==> config.mk <==
export PLATFORM = sky130hd
export DESIGN_NAME = imem_dmem_arbiter
export DESIGN_NICKNAME = d
export VERILOG_FILES = /design/src/rtl/mem_arb_pkg.sv /design/src/rtl/imem_dmem_arbiter.sv
export SDC_FILE = /design/constraint.sdc
export NUM_CORES = 1
export LEC_CHECK = 0
export CAP_MARGIN = 20
export CORE_ASPECT_RATIO = 2
export CORE_MARGIN = 10
export CORE_UTILIZATION = 45
export DETAILED_ROUTE_END_ITERATION = 8
export PLACE_DENSITY = 0.95
export REMOVE_ABC_BUFFERS = 1
export SYNTH_ARGS = -nofsm -noshare
export SYNTH_HDL_FRONTEND = slang
export SYNTH_SLANG_ARGS = --single-unit
==> constraint.sdc <==
create_clock -name clk -period 2.8 [get_ports clk]
set_clock_uncertainty 0.15 [all_clocks]
set_input_delay 0.56 -clock clk [delete_from_list [all_inputs] [get_ports clk]]
set_output_delay 0.56 -clock clk [all_outputs]
set_load 0.01 [all_outputs]
==> src/rtl/mem_arb_pkg.sv <==
// Shared types for the IF/DM memory arbiter: FSM states, grant codes and data width.
package mem_arb_pkg;

  typedef enum logic [1:0] {
    IDLE = 2'd0,
    BUSY = 2'd1,
    RESP = 2'd2
  } state_t;

  typedef enum logic [1:0] {
    G_NONE = 2'b00,
    G_IF   = 2'b01,
    G_DM   = 2'b10
  } grant_t;

  localparam int unsigned WORD_W = 32;

endpackage

==> src/rtl/imem_dmem_arbiter.sv <==
// Serialises instruction-fetch and data-memory requests onto one single-port memory
// handshake; DM has priority except when IF has waited MAX_DSTREAK data grants.
module imem_dmem_arbiter
  import mem_arb_pkg::*;
#(
  parameter int unsigned AW          = 16,
  parameter int unsigned MAX_DSTREAK = 4
) (
  input  logic              clk,
  input  logic              rst,
  input  logic              if_req,
  input  logic [AW-1:0]     if_addr,
  output logic [WORD_W-1:0] if_rdata,
  output logic              if_done,
  input  logic              dm_req,
  input  logic              dm_we,
  input  logic [3:0]        dm_be,
  input  logic [AW-1:0]     dm_addr,
  input  logic [WORD_W-1:0] dm_wdata,
  output logic [WORD_W-1:0] dm_rdata,
  output logic              dm_done,
  output logic              mem_req,
  output logic              mem_we,
  output logic [3:0]        mem_be,
  output logic [AW-1:0]     mem_addr,
  output logic [WORD_W-1:0] mem_wdata,
  input  logic [WORD_W-1:0] mem_rdata,
  input  logic              mem_ack,
  output logic [1:0]        grant
);

  localparam logic [3:0] DSTREAK_MAX = 4'(MAX_DSTREAK);

  state_t     state;
  grant_t     grant_q;
  logic [3:0] dstreak;
  logic       if_wins;

  // IF only overrides a pending DM request once the data streak has saturated
  assign if_wins = if_req && (!dm_req || (dstreak == DSTREAK_MAX));
  assign grant   = grant_q;

  always_ff @(posedge clk or negedge rst) begin
    if (!rst) begin
      state     <= IDLE;
      grant_q   <= G_NONE;
      dstreak   <= '0;
      if_rdata  <= '0;
      if_done   <= 1'b0;
      dm_rdata  <= '0;
      dm_done   <= 1'b0;
      mem_req   <= 1'b0;
      mem_we    <= 1'b0;
      mem_be    <= '0;
      mem_addr  <= '0;
      mem_wdata <= '0;
    end else begin
      case (state)
        IDLE: begin
          if (if_req || dm_req) begin
            mem_req <= 1'b1;
            state   <= BUSY;
            if (if_wins) begin
              grant_q   <= G_IF;
              mem_we    <= 1'b0;
              mem_be    <= '1;
              mem_addr  <= if_addr;
              mem_wdata <= '0;
              dstreak   <= '0;
            end else begin
              grant_q   <= G_DM;
              mem_we    <= dm_we;
              mem_be    <= dm_be;
              mem_addr  <= dm_addr;
              mem_wdata <= dm_wdata;
              if (!if_req) begin
                dstreak <= '0;
              end else if (dstreak != DSTREAK_MAX) begin
                dstreak <= dstreak + 4'd1;
              end
            end
          end
        end
        BUSY: begin
          if (mem_ack) begin
            mem_req <= 1'b0;
            state   <= RESP;
            if (grant_q == G_IF) begin
              if_rdata <= mem_rdata;
              if_done  <= 1'b1;
            end else begin
              if (!mem_we) begin
                dm_rdata <= mem_rdata;
              end
              dm_done <= 1'b1;
            end
          end
        end
        RESP: begin
          if_done <= 1'b0;
          dm_done <= 1'b0;
          grant_q <= G_NONE;
          state   <= IDLE;
        end
        default: begin
          state <= IDLE;
        end
      endcase
    end
  end

endmodule

Word-level counts from Yosys, hierarchy flattened
Index checks and enable logic that the tools add are counted.
Widths: inputs -> output; s select.

storage, ports and cells
  bits in registers = 128
  output and inout port bits = 122
  logic and storage cells = 64
  bits of input ports = 106

cells by class
  reductions and logical operators = 17
  eq/ne operators = 10
  multiplexer cells = 22
  add/subtract/negate cells = 1
  bitwise operators = 2

operators by type and width
  kind                 number
  $mux 32              1
  $mux 16              1
  $mux 4               4
  $reduce_and 3->1     5
  $mux 2               4
  $ne 2x2->1 const B   4
  $pmux 2 s2           2
  $mux 1               7
  $pmux 1 s2           3
  $reduce_and 2->1     3
  $reduce_bool 2->1    3
  $add 4x1->4 const B  1
  $eq 2x1->1 const B   2
  $eq 4x3->1 const B   1
  $ne 4x3->1 const B   1
  $reduce_and 4->1     1
  $ne 3x1->1 const B   1
  $eq 2x2->1 const B   1
  $logic_not 2->1      1
  $logic_or 1x1->1     2
  $not 1->1            2
  $logic_and 1x1->1    1
  $logic_not 1->1      1

Logic depth before layout (Yosys ltp)
Gate-level depths: netlist of run 1.

  depth after elaboration = 6
  gate-level depth with buffers = 8
  depth with buffers taken out = 6

Worst setup path after synthesis of run 1
OpenSTA, ideal clock, no wires.

  kind = flip-flop to flip-flop
  from = reg dstreak[0]
  to = reg mem_addr[10]
  setup slack = 1.011 ns
  data arrival time = 1.513 ns
  clock period less this slack = 1.789 ns
  cell stages (with the launch flop) = 9
  data required time = 2.524 ns
  setup time = 0.126 ns
  path buffers = 2
  path through = dfrtp_1 -> inv_1 -> ha_1 -> nand3b_4 -> a21boi_4 -> buf_6 -> nor2_4 -> buf_6 -> a221o_1

on the way
  cells in the longest elaborated chain, start to end = 4

ends and longest elaborated chain
  element                 line                     RTL
  start, declared         imem_dmem_arbiter.sv:36  logic [3:0] dstreak;
  start signal, assigned  imem_dmem_arbiter.sv:79  dstreak <= dstreak + 4'd1;
  $eq 4x3->1              imem_dmem_arbiter.sv:40  assign if_wins = if_req && (!dm_req || (dstreak == DSTREAK_MAX));
  $logic_or 1x1->1        imem_dmem_arbiter.sv:40
  $logic_and 1x1->1       imem_dmem_arbiter.sv:40
  $mux 16                 imem_dmem_arbiter.sv:63  if (if_wins) begin
  end signal, assigned    imem_dmem_arbiter.sv:67  mem_addr <= if_addr;
  end signal, assigned    imem_dmem_arbiter.sv:74  mem_addr <= dm_addr;
  end, declared           imem_dmem_arbiter.sv:25  output logic [AW-1:0] mem_addr,

Every way passes these cells.
A chain may end at the register's enable or synchronous reset.

Worst setup path in the final report of run 1
  from = reg mem_we
  to = out mem_we

RTL lines
  element                 line                     RTL
  start, declared         imem_dmem_arbiter.sv:23  output logic mem_we,
  start signal, assigned  imem_dmem_arbiter.sv:72  mem_we <= dm_we;

No word-level cell between the ends.

==> results.json, run 1 <==
{
  "status": "completed",
  "netlist_area_sq_mm": 0.005147,
  "cts_tree": "yes",
  "initial_core_util_pct": 45.61,
  "reg2reg_depth": 6,
  "p_sw_share_pct": 32.03,
  "clkTransAtPathRegs_ns": 0.06,
  "dieArea_sq_mm": 0.01638,
  "worstPathRequired_ns": 2.09,
  "cts_resized": 0,
  "design_area_sq_mm": 0.008177,
  "synth_flop_cell": "dfrtp_1",
  "slowest_stage": "clkdlybuf4s50_1",
  "place_area_sq_mm": 0.007562,
  "finalWeightedCongestion": 0.8095,
  "critPathCaptureType": "output pin",
  "worst_slack_ns": 0.6591,
  "die_h_um": 171.3,
  "grt_max_degree": 49,
  "critPathMaxFanout": 3,
  "hold_viol": 0,
  "seqPwrFrac_pct": 33.7,
  "avgRoutedWirePerCell_um": 20.41,
  "core_sq_mm": 0.01129,
  "synth.most_common_cell": "dfrtp_1",
  "clk_latency_ns": 0.41,
  "dr.pass1.iters": 4,
  "synth_common_cells": "128 x dfrtp_1, 78 x nand2_1, 63 x mux2_2",
  "rows": 55,
  "ant_nets": 0,
  "clock-sinks": 128,
  "cap_viol_max_count": 0,
  "yosysSeqAreaShare_pct": 62.23,
  "start_kind": "flip-flop",
  "p_int_uw": 6526,
  "pre_cts_slack_ns": 0.2948,
  "fmaxAchievable_mhz": 467.1,
  "p_leak_uw": 0.003482,
  "relSlewSlack_pct": 53.99,
  "syn_inst": 406,
  "crit_chain": "clkdlybuf4s50_1",
  "worst_pin_slew_ns": 0.6901,
  "fill_cells": 758,
  "cts_made_buffers": 17,
  "fin_crit_sh_pct": 76.46,
  "rsz0062_at_grt": "no",
  "postRouteWirelength_um": 16130,
  "avgSynthCellArea_sq_um": 12.68,
  "drc": 0,
  "grt_overflow_total": 0,
  "crit_type": "reg -> out",
  "route.vias.total": 4061,
  "drive_above_1_share_pct": 17.28,
  "grt_first_pass_wirelength_um": 24520,
  "critPathTopFamily": "buffers and inverters",
  "cts_root_buf": "clkbuf_16",
  "ys_ff_latch": 128,
  "p_per_area_mw_per_mm2": 1174,
  "finalMaxSlewViolations": 0,
  "synth_area_leaders": "dfrtp_1 62%, mux2_2 14%, nand2_1 5.7%",
  "dieWidth_um": 95.63,
  "reg2reg_slack_ns": 0.67,
  "comb_power_share_pct": 42.5,
  "postCtsSetupRepairBufs": 0,
  "cts_hold_buf": 0,
  "r2r-start": "dstreak[0]$_DFFE_PN0P_",
  "grtUsageTotal_pct": 19.51,
  "avgViaCountPerCell": 5.141,
  "area_growth_pct": 58.85,
  "critPathArrivalTime_ns": 1.43,
  "synth_warnings": 0,
  "rr_endpoint": "mem_addr[4]$_DFFE_PN0P_",
  "antenna_found_initial": 0,
  "yosys.area.top_type": "dfrtp_1",
  "numPortBuffers": 227,
  "ir_drop_v": 0.0006540,
  "grt_pass1_vias": 4507,
  "cp_num_buf_inv": 1,
  "min_period_ns": 2.141,
  "p_switching_uw": 3076,
  "fin_nets": 743,
  "yosysUniqueCellTypes": 33,
  "ioPinCount": 228,
  "synthArstFlopShare_pct": 100.0,
  "htree_levels": 4,
  "first_iter_violations": 134,
  "hold_path.class": "in -> async",
  "finalSetupViolations": 0,
  "cts_max_path_buffers": 2,
  "dpl.hpwl_um": 12290,
  "synth.top_cell.area_share_pct": 62.23,
  "cp_slowest_stage_delay_ns": 0.59,
  "p_clk_share_pct": 23.8,
  "synth_edf_count": 0,
  "diodes": 0
}
metal layers:
layer / vias to the layer above / GRT usage [%] / part of all wire (%)
met4: 0 / 8.962 / 3.0
met2: 184 / 34.78 / 55
met1: 1997 / 19.77 / 34
met3: 33 / 6.198 / 8.1
li1: 1847 / - / -
met5: - / 0 / 0
flip-flops by register name (all words and copies together), names as in the netlist, 2 cells and up:
| signal | count |
|---|---|
| dm_rdata | 32 |
| dstreak | 4 |
| grant | 2 |
| if_rdata | 32 |
| mem_addr | 16 |
| mem_be | 4 |
| mem_wdata | 32 |
| state | 2 |
cell families after synthesis:
family | synth area share [%]
AND/OR/NAND/NOR | 10.77
AO/OA/AOI/OAI | 8.654
buffers and inverters | 3.671
multiplexers | 14.20
adder cells (fa/ha/maj) | 0.4861
flip-flops | 62.23
per-stage QoR:
stage / util, % / hold slack, ns / total power (uW) / std cells / setup TNS, ns
after global placement: 67.01 / 0.3020 / 7179 / 758 / 0
final: 72.45 / 0.03005 / 9602 / 790 / 0
after global routing: 72.45 / 0.07415 / 10110 / 790 / 0
after detailed placement: 67.01 / 0.3191 / 7382 / 758 / 0
after floorplan: - / 0.1144 / 4850 / 381 / -3.393
after CTS: 72.45 / 0.03706 / 9716 / 790 / 0
power groups by stage:
| stage | sequential [uW] | combinational, uW | clock (uW) |
|---|---|---|---|
| after detailed placement | 3260 | 4120 | 0 |
| after global routing | 3350 | 4360 | 2400 |
| after global placement | 3200 | 3980 | 0 |
| after floorplan | 3590 | 1260 | 0 |
| final | 3240 | 4080 | 2280 |
| after CTS | 3250 | 4150 | 2320 |
how the worst max path moves through the flow:
stage / start / end / slack, ns / cells after the start
after floorplan: grant[0]$_DFFE_PN0P_ / if_rdata[0]$_DFFE_PN0P_ / -0.11 / 3
after global placement: if_req / mem_addr[1]$_DFFE_PN0P_ / 0.36 / 4
after detailed placement: if_req / mem_addr[14]$_DFFE_PN0P_ / 0.29 / 4
after CTS: mem_we$_DFFE_PN0P_ / mem_we / 0.65 / 1
after global routing: dstreak[0]$_DFFE_PN0P_ / mem_addr[5]$_DFFE_PN0P_ / 0.54 / 6
final: mem_we$_DFFE_PN0P_ / mem_we / 0.66 / 1
final cells by class:
type | count | area (sq um) | area share (%)
flip-flops and latches | 128 | 3203 | 39.17
repair buffers | 235 | 2392 | 29.26
multi-input cells | 248 | 1770 | 21.65
clock buffers | 20 | 456.7 | 5.585
well taps | 142 | 177.7 | 2.173
clock inverters | 12 | 157.7 | 1.928
inverters | 5 | 18.77 | 0.2295
cell usage in the layout (no fill, tap or decap), types with 2 or more instances in the layout:
cell and n:
o21ai_0 37, clkbuf_8 2, nor2_1 5, nand2_1 78
ha_1 2, bufinv_16 3, o21ai_1 5, clkbuf_16 17
buf_12 5, inv_1 5, clkinv_2 2, nand3_1 2
and2_1 16, nor2b_1 2, nand3b_4 2, nor3_4 2
buf_4 4, clkinvlp_4 3, a221o_1 15, clkdlybuf4s50_1 226
clkinv_4 2, a21oi_1 4, mux2_2 63, inv_6 2
dfrtp_1 128
(Power assumes the default switching activity.)
==> run 2, diff against run 1 <==
--- a/config.mk
+++ b/config.mk
@@ -8,9 +8,9 @@
 export CAP_MARGIN = 20
 export CORE_ASPECT_RATIO = 2
 export CORE_MARGIN = 10
-export CORE_UTILIZATION = 45
+export CORE_UTILIZATION = 38
 export DETAILED_ROUTE_END_ITERATION = 8
-export PLACE_DENSITY = 0.95
+export PLACE_DENSITY = 0.89
 export REMOVE_ABC_BUFFERS = 1
 export SYNTH_ARGS = -nofsm -noshare
 export SYNTH_HDL_FRONTEND = slang
==> constraint.sdc (replaced) <==
create_clock -name clk -period 1.9 [get_ports clk]
set_clock_uncertainty 0.15 [all_clocks]
set_input_delay 0.38 -clock clk [delete_from_list [all_inputs] [get_ports clk]]
set_output_delay 0.38 -clock clk [all_outputs]
set_load 0.01 [all_outputs]
==> run 2 against run 1 <==
Net effect: global-route usage decreased by 2.6 points; clock power up 36%; sequential share of layout area is 0.90 points lower; die area rose by 15%; largest cell class unchanged.
==> results.json, run 2 (synthesized netlist as in run 1, its figures left out) <==
{
  "rr_endpoint": "mem_addr[6]$_DFFE_PN0P_",
  "dieArea_sq_mm": 0.01888,
  "ioPinCount": 228,
  "p_switching_uw": 4492,
  "crit_type": "reg -> out",
  "avgRoutedWirePerCell_um": 19.47,
  "cap_viol_max_count": 0,
  "worstPathRequired_ns": 1.37,
  "reg2reg_depth": 8,
  "pre_cts_slack_ns": -0.2876,
  "relSlewSlack_pct": 79.24,
  "first_iter_violations": 112,
  "finalWeightedCongestion": 0.7649,
  "finalSetupViolations": 0,
  "cp_slowest_stage_delay_ns": 0.58,
  "dieWidth_um": 102.3,
  "final_common_cell": "clkdlybuf4s50_1",
  "highest_layer": "met4",
  "p_per_area_mw_per_mm2": 1680,
  "met3WireLength_um": 1218,
  "numPortBuffers": 227,
  "finalMaxSlewViolations": 0,
  "wl_met2_um": 8833,
  "critPathCaptureType": "output pin",
  "fin_crit_sh_pct": 98.09,
  "r2r-start": "dstreak[1]$_DFFE_PN0P_",
  "crit_chain": "clkdlybuf4s50_1",
  "reg2reg_slack_ns": 0.06,
  "p_sw_share_pct": 31.95,
  "fill_cells": 1052,
  "p_leak_uw": 0.003703,
  "tns_ns": 0,
  "comb_power_share_pct": 44.3,
  "initial_core_util_pct": 38.52,
  "rows": 60,
  "critPathTopFamily": "buffers and inverters",
  "fmaxAchievable_mhz": 536.6,
  "diodes": 0,
  "drc": 0,
  "hold_viol": 0,
  "die_h_um": 184.6,
  "clk_latency_ns": 0.40,
  "cts_tree": "yes",
  "critPathMaxFanout": 2,
  "postRouteWirelength_um": 16010,
  "hold_path.class": "in -> async",
  "wl_met1_um": 5543,
  "p_int_uw": 9569,
  "cts_made_buffers": 17,
  "slowest_stage": "clkdlybuf4s50_1",
  "start_kind": "flip-flop",
  "fin_util_pct": 62.63,
  "grtUsageTotal_pct": 16.96,
  "dpl.hpwl_um": 12620,
  "final_cell_mix": "212 x clkdlybuf4s50_1, 128 x dfrtp_1, 78 x nand2_1",
  "core_sq_mm": 0.01336,
  "design_area_sq_mm": 0.008369,
  "grt_first_pass_wirelength_um": 24950,
  "min_period_ns": 1.864,
  "drive_above_1_share_pct": 19.94,
  "whs_ns": 0.2623,
  "htree_levels": 4,
  "dr.pass1.iters": 4,
  "clock-sinks": 128,
  "grt_pass1_vias": 4692,
  "p_clk_share_pct": 22.0,
  "area_growth_pct": 62.59,
  "cp_num_buf_inv": 1,
  "cts_max_path_buffers": 2,
  "ant_nets": 0,
  "fin_nets": 764,
  "clkTransAtPathRegs_ns": 0.06,
  "startpoint": "mem_wdata[9]$_DFFE_PN0P_",
  "reg_top3": "dm_rdata (32), if_rdata (32), mem_wdata (32)",
  "status": "completed",
  "grt_overflow_total": 0,
  "worst_slack_ns": 0.03638,
  "route.vias.total": 4106,
  "grt_max_degree": 52,
  "critPathArrivalTime_ns": 1.33,
  "cts_root_buf": "clkbuf_16",
  "avgViaCountPerCell": 4.995,
  "antenna_found_initial": 0,
  "worst_pin_slew_ns": 0.3102,
  "seqPwrFrac_pct": 33.8,
  "place_area_sq_mm": 0.007724,
  "ir_drop_v": 0.0009173
}
==> run 2: cell types whose count changed in the layout (fill, tap and decap cells not counted), sizes merged <==
cell,delta
clkdlybuf4s50,-14
dlygate4sd2,+3
inv,-2
buf,+20
clkinvlp,+2
dlygate4sd3,+1
bufinv,-1
clkbuf,-1
dlymetal6s2s,+11
==> run 2: repair_timing <==
action | in CTS | in global routing
hold buffers | 1 | 0
gates resized for setup | 3 | 15
endpoints found under the setup margin | 3 | 28
buffers inserted | 0 | 4
hold endpoints to repair | 18 | 0
pin swaps | 0 | 2
cloned | 0 | 0
==> run 2: area by class of cell <==
| class | count | area, sq um | share of cell area, % |
|---|---|---|---|
| sequential | 128 | 3203 | 38.27 |
| timing repair buffer | 256 | 2618 | 31.28 |
| multi-input combinational | 248 | 1775 | 21.21 |
| clock buffer | 19 | 442.9 | 5.292 |
| tap | 155 | 193.9 | 2.317 |
| clock inverter | 11 | 117.6 | 1.405 |
| inverter | 5 | 18.77 | 0.2242 |
==> run 2: routing by layer <==
metal,GRT usage [%],vias to the layer above
met2,30.88,176
met4,6.697,0
met1,16.80,2010
met5,0,-
li1,-,1893
met3,5.926,27
==> run 2: worst max-delay path by stage <==
| stage | slack [ns] | cells after the start | to |
|---|---|---|---|
| global placement | -0.22 | 5 | dm_rdata[1]$_DFFE_PN0P_ |
| detailed placement | -0.29 | 5 | dm_rdata[1]$_DFFE_PN0P_ |
| floorplan | -1.01 | 3 | if_rdata[0]$_DFFE_PN0P_ |
| CTS | 0.003 | 1 | mem_be[0] |
| global route | -0.01 | 8 | mem_addr[6]$_DFFE_PN0P_ |
| finish | 0.04 | 1 | mem_wdata[9] |
==> run 2: power groups by stage <==
| stage | clock network [uW] | logic, uW | registers (uW) |
|---|---|---|---|
| 2_1_floorplan | 0 | 1860 | 5290 |
| 3_3_place_gp | 0 | 6050 | 4720 |
| 3_5_place_dp | 0 | 6280 | 4790 |
| 4_1_cts | 3160 | 6290 | 4770 |
| 5_1_grt | 3280 | 6660 | 4910 |
| 6_report | 3090 | 6220 | 4750 |
==> run 2: metrics by stage <==
stage,std cells,power [uW]
6_report,822,14060
2_1_floorplan,381,7147
4_1_cts,818,14210
5_1_grt,822,14860
3_3_place_gp,787,10760
3_5_place_dp,787,11070
